File: src/rtl/sync_fifo_pkg.sv
// Shared helpers for sync_fifo: parameter sanity math and occupancy-count width.
// Optional level output is enabled by defining SYNC_FIFO_LEVEL_EN.
package sync_fifo_pkg;

  function automatic int unsigned clog2(input int unsigned value);
    int unsigned r;
    r = 0;
    while ((64'd1 << r) < 64'(value)) r++;
    return r;
  endfunction

  // The count must reach depth itself, so it needs one bit more than a pointer.
  function automatic int unsigned count_width(input int unsigned depth_log);
    return depth_log + 1;
  endfunction

endpackage

File: src/rtl/sync_fifo_mem.sv
// depth x width storage for sync_fifo: one synchronous write port, one asynchronous read port.
// Contents are intentionally not reset.
module sync_fifo_mem #(
  parameter int width     = 32,
  parameter int depth     = 4,
  parameter int depth_LOG = 2
) (
  input  logic                 clk,
  input  logic                 we_i,
  input  logic [depth_LOG-1:0] waddr_i,
  input  logic [width-1:0]     wdata_i,
  input  logic [depth_LOG-1:0] raddr_i,
  output logic [width-1:0]     rdata_o
);

  logic [width-1:0] mem_q [depth];

  always_ff @(posedge clk) begin
    if (we_i) mem_q[waddr_i] <= wdata_i;
  end

  assign rdata_o = mem_q[raddr_i];

endmodule

File: src/rtl/sync_fifo.sv
// Single-clock FIFO with FWFT or registered-read output; flags decode registered count only.
// Define SYNC_FIFO_LEVEL_EN to expose the occupancy count on level_o.
module sync_fifo
  import sync_fifo_pkg::*;
#(
  parameter int width     = 32,
  parameter int depth     = 4,
  parameter int depth_LOG = 2,
  parameter int FWFT      = 1
) (
  input  logic               clk,
  input  logic               rstn,
  input  logic               read_i,
  input  logic               write_i,
  input  logic [width-1:0]   data_i,
  output logic               full_o,
  output logic               empty_o,
`ifdef SYNC_FIFO_LEVEL_EN
  output logic [depth_LOG:0] level_o,
`endif
  output logic [width-1:0]   data_o
);

  localparam int unsigned CNT_W = count_width(depth_LOG);

  if (depth < 2 || clog2(depth) != depth_LOG || (1 << depth_LOG) != depth) begin : g_bad_param
    $error("sync_fifo: depth must be a power of two >= 2 with depth_LOG = log2(depth)");
  end

  logic [depth_LOG-1:0] wr_ptr_q, wr_ptr_d;
  logic [depth_LOG-1:0] rd_ptr_q, rd_ptr_d;
  logic [CNT_W-1:0]     count_q, count_d;
  logic [width-1:0]     rdata;
  logic                 wr_en, rd_en;

  assign full_o  = (count_q == CNT_W'(depth));
  assign empty_o = (count_q == '0);
  assign wr_en   = write_i & ~full_o;
  assign rd_en   = read_i & ~empty_o;

  always_comb begin
    wr_ptr_d = wr_ptr_q;
    rd_ptr_d = rd_ptr_q;
    count_d  = count_q;
    if (wr_en) wr_ptr_d = wr_ptr_q + depth_LOG'(1);
    if (rd_en) rd_ptr_d = rd_ptr_q + depth_LOG'(1);
    unique case ({wr_en, rd_en})
      2'b10:   count_d = count_q + CNT_W'(1);
      2'b01:   count_d = count_q - CNT_W'(1);
      default: count_d = count_q;
    endcase
  end

  always_ff @(posedge clk) begin
    if (!rstn) begin
      wr_ptr_q <= '0;
      rd_ptr_q <= '0;
      count_q  <= '0;
    end else begin
      wr_ptr_q <= wr_ptr_d;
      rd_ptr_q <= rd_ptr_d;
      count_q  <= count_d;
    end
  end

  sync_fifo_mem #(
    .width    (width),
    .depth    (depth),
    .depth_LOG(depth_LOG)
  ) u_mem (
    .clk    (clk),
    .we_i   (wr_en),
    .waddr_i(wr_ptr_q),
    .wdata_i(data_i),
    .raddr_i(rd_ptr_q),
    .rdata_o(rdata)
  );

  if (FWFT != 0) begin : g_fwft
    assign data_o = empty_o ? '0 : rdata;
  end else begin : g_reg
    logic [width-1:0] data_q;
    // Captures the head being popped, so the value lands one edge after the read.
    always_ff @(posedge clk) begin
      if (!rstn)      data_q <= '0;
      else if (rd_en) data_q <= rdata;
    end
    assign data_o = data_q;
  end

`ifdef SYNC_FIFO_LEVEL_EN
  assign level_o = count_q;
`endif

endmodule

File: config.mk
export PLATFORM = sky130hd
export DESIGN_NAME = sync_fifo
export DESIGN_NICKNAME = d
export VERILOG_FILES = /design/src/rtl/sync_fifo_pkg.sv /design/src/rtl/sync_fifo_mem.sv /design/src/rtl/sync_fifo.sv
export SDC_FILE = /design/constraint.sdc
export NUM_CORES = 1
export LEC_CHECK = 0
export BUFFER_PORTS_ARGS = -buffer_cell sky130_fd_sc_hd__buf_2
export CAP_MARGIN = 40
export CORE_ASPECT_RATIO = 0.5
export CORE_UTILIZATION = 50
export DETAILED_ROUTE_END_ITERATION = 12
export GPL_ROUTABILITY_DRIVEN = 0
export PLACE_DENSITY = 0.77
export SYNTH_ARGS = -nofsm -noshare
export SYNTH_HDL_FRONTEND = slang
export SYNTH_HIERARCHICAL = 1
export SYNTH_SLANG_ARGS = --single-unit
File: constraint.sdc
create_clock -name clk -period 7.3 [get_ports clk]
set_input_delay 1.095 -clock clk [delete_from_list [all_inputs] [get_ports clk]]
set_output_delay 1.095 -clock clk [all_outputs]
set_load 0.01 [all_outputs]
=== After elaboration in Yosys (flattened, before gate mapping) ===
Memories as Yosys holds them, arrays and structs flattened. A register that Yosys moved wholly into a read port is not among the register bits.
Index checks and enable logic that the tools add are counted.

* Flip-flop bits (word level): 7
* Bits in latches: 0
* Bits in writable memories: 128
* Bits in read-only memories: 0
* Input port bits: 36
* Output and inout bits: 34
* Word-level logic and storage cells: 23
* Memories: 1

* Add/subtract/negate cells: 4
* Multiply operators: 0
* Div/mod/pow operators: 0
* Magnitude comparators: 0
* Equal/unequal tests: 3
* Shift-type cells: 0
* Muxes and demuxes: 6
* Bitwise operators: 4
* Reductions and logical operators: 2

{| class="wikitable"
|+ Memory list
! memory !! words !! width !! read ports !! clocked after memory_dff !! write ports !! line !! source
|-
| u_mem.mem_q || 4 || 32 || 1 || 1 || 1 || sync_fifo_mem.sv:16 || <nowiki>logic [width-1:0] mem_q [depth];</nowiki>
|}

{| class="wikitable"
|+ Operators with widths
! kind !! number
|-
| $mux 32 || 1
|-
| $pmux 3 s2 || 1
|-
| $add 2x1->2 const B || 2
|-
| $mux 2 || 2
|-
| $add 3x1->3 const B || 1
|-
| $eq 3x3->1 const B || 1
|-
| $logic_not 3->1 || 1
|-
| $sub 3x1->3 const B || 1
|-
| $and 1x1->1 || 2
|-
| $eq 2x1->1 const B || 1
|-
| $eq 2x2->1 const B || 1
|-
| $mux 1 || 2
|-
| $not 1->1 || 2
|-
| $reduce_bool 2->1 || 1
|}

=== Depth between registers and ports, before layout ===
* Depth after elaboration: 5
* Gate-level depth with buffers: 9
* Depth with buffers taken out: 9

=== By module ===
The synthesis kept the hierarchy.

{| class="wikitable"
|+ By module, submodules not included
! module !! times used !! cells an instance !! area each (um2) !! seq. area each (um2)
|-
| sync_fifo_mem || 1 || 171 || 4689.5 || 3843.7
|-
| sync_fifo || 1 || 75 || 586.8 || 140.1
|}

=== Least setup slack after synthesis ===
OpenSTA, ideal clock, no wires.

* Kind: input to register
* Start point: in write_i
* End point: mem u_mem.mem_q[0][0] (enable)
* Library setup time: 0.468 ns
* Arrival: 3.793 ns
* Required time: 6.832 ns
* Slack: 3.040 ns
* Cell stages on the path: 2
* Buffers on the path: 0
* Cell sequence: nor2b_1 -> nor3b_1

* Longest elaborated chain between the ends: 3

{| class="wikitable"
|+ Ends and longest elaborated chain
! what !! line !! source
|-
| start: declaration || sync_fifo.sv:14 || <nowiki>input logic write_i,</nowiki>
|-
| $and 1x1->1 || sync_fifo.sv:38 || <nowiki>assign wr_en = write_i & ~full_o;</nowiki>
|-
| $mux 1 || sync_fifo_mem.sv:19 || <nowiki>if (we_i) mem_q[waddr_i] <= wdata_i;</nowiki>
|-
| $mux 1 (not written as such) || sync_fifo_mem.sv:19 ||
|-
| end: declaration || sync_fifo_mem.sv:16 ||
|}

No other way between the ends.

==> load_flow_metrics.sql <==
INSERT INTO impl_metrics (metric_group, metric, value, unit) VALUES
('synth', 'ys.warnings.count', '6', ''),
('setup_path', 'crit_buf_inv', '2', ''),
('route', 'route.antenna.remaining_nets', '0', ''),
('synth', 'syn_inst', '246', ''),
('flow_run', 'max_cap_viol', '0', ''),
('setup_path', 'worst_path_max_delay_cell', 'sky130_fd_sc_hd__dfxtp_2', ''),
('synth', 'distinct_cells_synth', '27', ''),
('layout', 'final_cells', '480', ''),
('synth', 'postSynth.topFlopCell', 'sky130_fd_sc_hd__edfxtp_1', ''),
('setup_path', 'critical_path.reg2reg.startpoint', 'count_q[0]$_SDFFE_PN0P_', ''),
('timing', 'rsz_0062_raised_after_global_routing', 'false', ''),
('layout', 'antenna_cells', '0', ''),
('synth', 'synthArstFlopShare', '0', '%'),
('route', 'wl_met1', '3940', 'µm'),
('clock_tree', 'clkSlewWorstSetupHoldPaths', '50', 'ps'),
('timing', 'report.final.setup_viol', '0', ''),
('clock_tree', 'cts_sinks', '135', ''),
('hold_path', 'hold_path.class', 'flop to flop', ''),
('clock_tree', 'cts_repair_resize_count', '0', ''),
('setup_path', 'reg2reg_depth', '9', ''),
('clock_tree', 'cts_hold_buf', '0', ''),
('synth', 'syn_avg_cell_area', '21.4', 'µm²'),
('timing', 'final_critical_path_setup_slack', '3790', 'ps'),
('hold_path', 'min_path_cells', '2', ''),
('die', 'die_w', '147', 'µm'),
('setup_path', 'critical_path_source_type', 'flop', ''),
('clock_tree', 'tritoncts.num_buffers', '17', ''),
('route', 'routed-wl-met2', '4900', 'µm'),
('timing', 'timing_hold_violations_final', '0', ''),
('route', 'dr.pass1.iters', '4', ''),
('setup_path', 'path_class', 'flop to output pin', ''),
('timing', 'setup-tns-final', '0', 'ps'),
('layout', 'final_nets', '366', ''),
('route', 'detail_route.wirelength', '9440', 'µm'),
('global_route', 'grt_antenna_before_repair', '0', ''),
('power_and_ir_drop', 'power-per-cell-area', '381', 'nW/µm²'),
('hold_path', 'timing.hold.worst.start', 'wr_ptr_q[0]$_SDFFE_PN0P_', ''),
('die', 'area_enclosed_by_the_die_boundary', '11000', 'µm²'),
('placement', 'buffer_ports.inserted', '69', ''),
('power_and_ir_drop', 'power_leakage', '2.18', 'nW'),
('synth', 'ys_seq_area_share', '75.5', '%'),
('die', 'initial_utilization', '51.7', '%'),
('layout', 'proportion_of_layout_cells_with_a_drive_suffix_above_1', '40.0', '%'),
('clock_tree', 'cts_tree', 'built', ''),
('global_route', 'grt_util_all_layers', '18.2', '%'),
('timing', 'max-slew-margin-rel', '39.4', '%'),
('clock_tree', 'postCtsSetupBuffers', '0', ''),
('die', 'core', '10200', 'µm²'),
('setup_path', 'setup.worst_path.end_class', 'output pin', ''),
('route', 'post_drt_wl_per_cell', '19.7', 'µm'),
('setup_path', 'critical_path.top_delay_family', 'flip-flops', ''),
('route', 'routed-wl-met3', '503', 'µm'),
('synth', 'synth_top_cell_area_share', '72.8', '%'),
('synth', 'synthesis.nets', '284', ''),
('clock_tree', 'ctsLongestPathBuffers', '2', ''),
('timing', 'worstMarginPinSlew', '909', 'ps'),
('layout', 'syn_to_final_growth', '19.5', '%'),
('hold_path', 'worstHoldEndpoint', 'wr_ptr_q[0]$_SDFFE_PN0P_', ''),
('global_route', 'grt_max_degree', '38', ''),
('power_and_ir_drop', 'p_total', '2.40', 'mW'),
('synth', 'synth.ff_latch_count', '135', ''),
('timing', 'hold_slack', '535', 'ps'),
('power_and_ir_drop', 'peakVddDrop', '175', 'µV'),
('outcome', 'status', 'completed', ''),
('clock_tree', 'clock_tree.root_cell', 'sky130_fd_sc_hd__clkbuf_16', ''),
('synth', 'mappedNetlistArea', '5280', 'µm²'),
('route', 'top_layer', 'met4', ''),
('timing', 'finClkSkew', '7.04', 'ps'),
('die', 'num_io_pins', '70', ''),
('placement', 'dp_cells', '449', ''),
('route', 'dr_total_vias', '2544', '');
-- cell usage after synthesis, types with 2 or more instances --
master and n:
sky130_fd_sc_hd__edfxtp_1 128, sky130_fd_sc_hd__nor2b_1 34, sky130_fd_sc_hd__mux4_2 30, sky130_fd_sc_hd__dfxtp_1 7, sky130_fd_sc_hd__buf_2 6, sky130_fd_sc_hd__nand2_1 5, sky130_fd_sc_hd__inv_1 4, sky130_fd_sc_hd__a21boi_1 3
sky130_fd_sc_hd__buf_12 3, sky130_fd_sc_hd__o21ai_0 3, sky130_fd_sc_hd__or3_1 3, sky130_fd_sc_hd__and2_1 2, sky130_fd_sc_hd__and3b_1 2, sky130_fd_sc_hd__mux4_1 2, sky130_fd_sc_hd__o21ai_1 2
-- layer usage --
layer	GRT usage (%)	up-vias
met2	30.9	70
li1	-	1153
met4	6.76	0
met1	22.3	1310
met5	0	-
met3	6.06	11
-- through the flow --
stage	cell area (µm²)	util (%)
3_3_place_gp	5740	56.2
4_1_cts	6310	61.7
2_1_floorplan	5280	-
6_report	6310	61.7
3_5_place_dp	5740	56.2
5_1_grt	6310	61.7
-- worst min-delay path, cell delays in order (launching register included) --
cell and delay [ps]:
sky130_fd_sc_hd__dfxtp_1 360, sky130_fd_sc_hd__nand2_1 70, sky130_fd_sc_hd__mux2i_1 60
-- worst max-delay path by stage --
stage / from / slack, ps / cells after the start / end
after CTS: rd_ptr_q[0]$_SDFFE_PN0P_ / 3690 / 4 / data_o[0]
after floorplan: write_i / 3040 / 2 / u_mem/mem_q[0][0]$_DFFE_PP_
final: rd_ptr_q[0]$_SDFFE_PN0P_ / 3790 / 4 / data_o[0]
after global routing: rd_ptr_q[0]$_SDFFE_PN0P_ / 3570 / 4 / data_o[0]
after global placement: rd_ptr_q[0]$_SDFFE_PN0P_ / 4180 / 4 / data_o[31]
after detailed placement: rd_ptr_q[0]$_SDFFE_PN0P_ / 4130 / 4 / data_o[31]
-- layout by cell type, fill, tap and decap left out, drive strengths merged, types with 4 or more instances in the layout --
cell    synthesis  final
nand2           5      5
edfxtp        128    128
inv             4      4
dfxtp           7      7
nor2b          34     34
clkinv          0      7
o21ai           5      5
buf            10     73
mux4           32     32
clkbuf          0     20
-- state kept, by name, summed over array words and instances (netlist names) --
| name | cells |
|---|---|
| rd_ptr_q | 2 |
| count_q | 3 |
| wr_ptr_q | 2 |
| u_mem/mem_q | 128 |
-- power breakdown --
group | internal (mW) | switching [mW] | leakage [nW] | total, mW
combinational | 0.285 | 0.311 | 0.666 | 0.596
clock | 0.529 | 0.293 | 0.276 | 0.822
sequential | 0.930 | 0.0552 | 1.23 | 0.985
-- cell families after synthesis --
logic type	share of synthesized area, %
compound gates	0.901
flops	75.5
mux	14.0
xor+xnor	0.332
fa+ha+maj	0.617
buf+inv	2.21
simple gates	6.45
-- layout make-up --
cell class / count / area (µm²)
flip-flops and latches: 135 / 3990
fillers: 704 / 3910
multi-input cells: 97 / 1180
clock buffers: 20 / 437
repair buffers: 73 / 375
well taps: 140 / 175
clock inverters: 11 / 133
inverters: 4 / 15.0
Note: power is estimated with default switching activity, not from simulation.
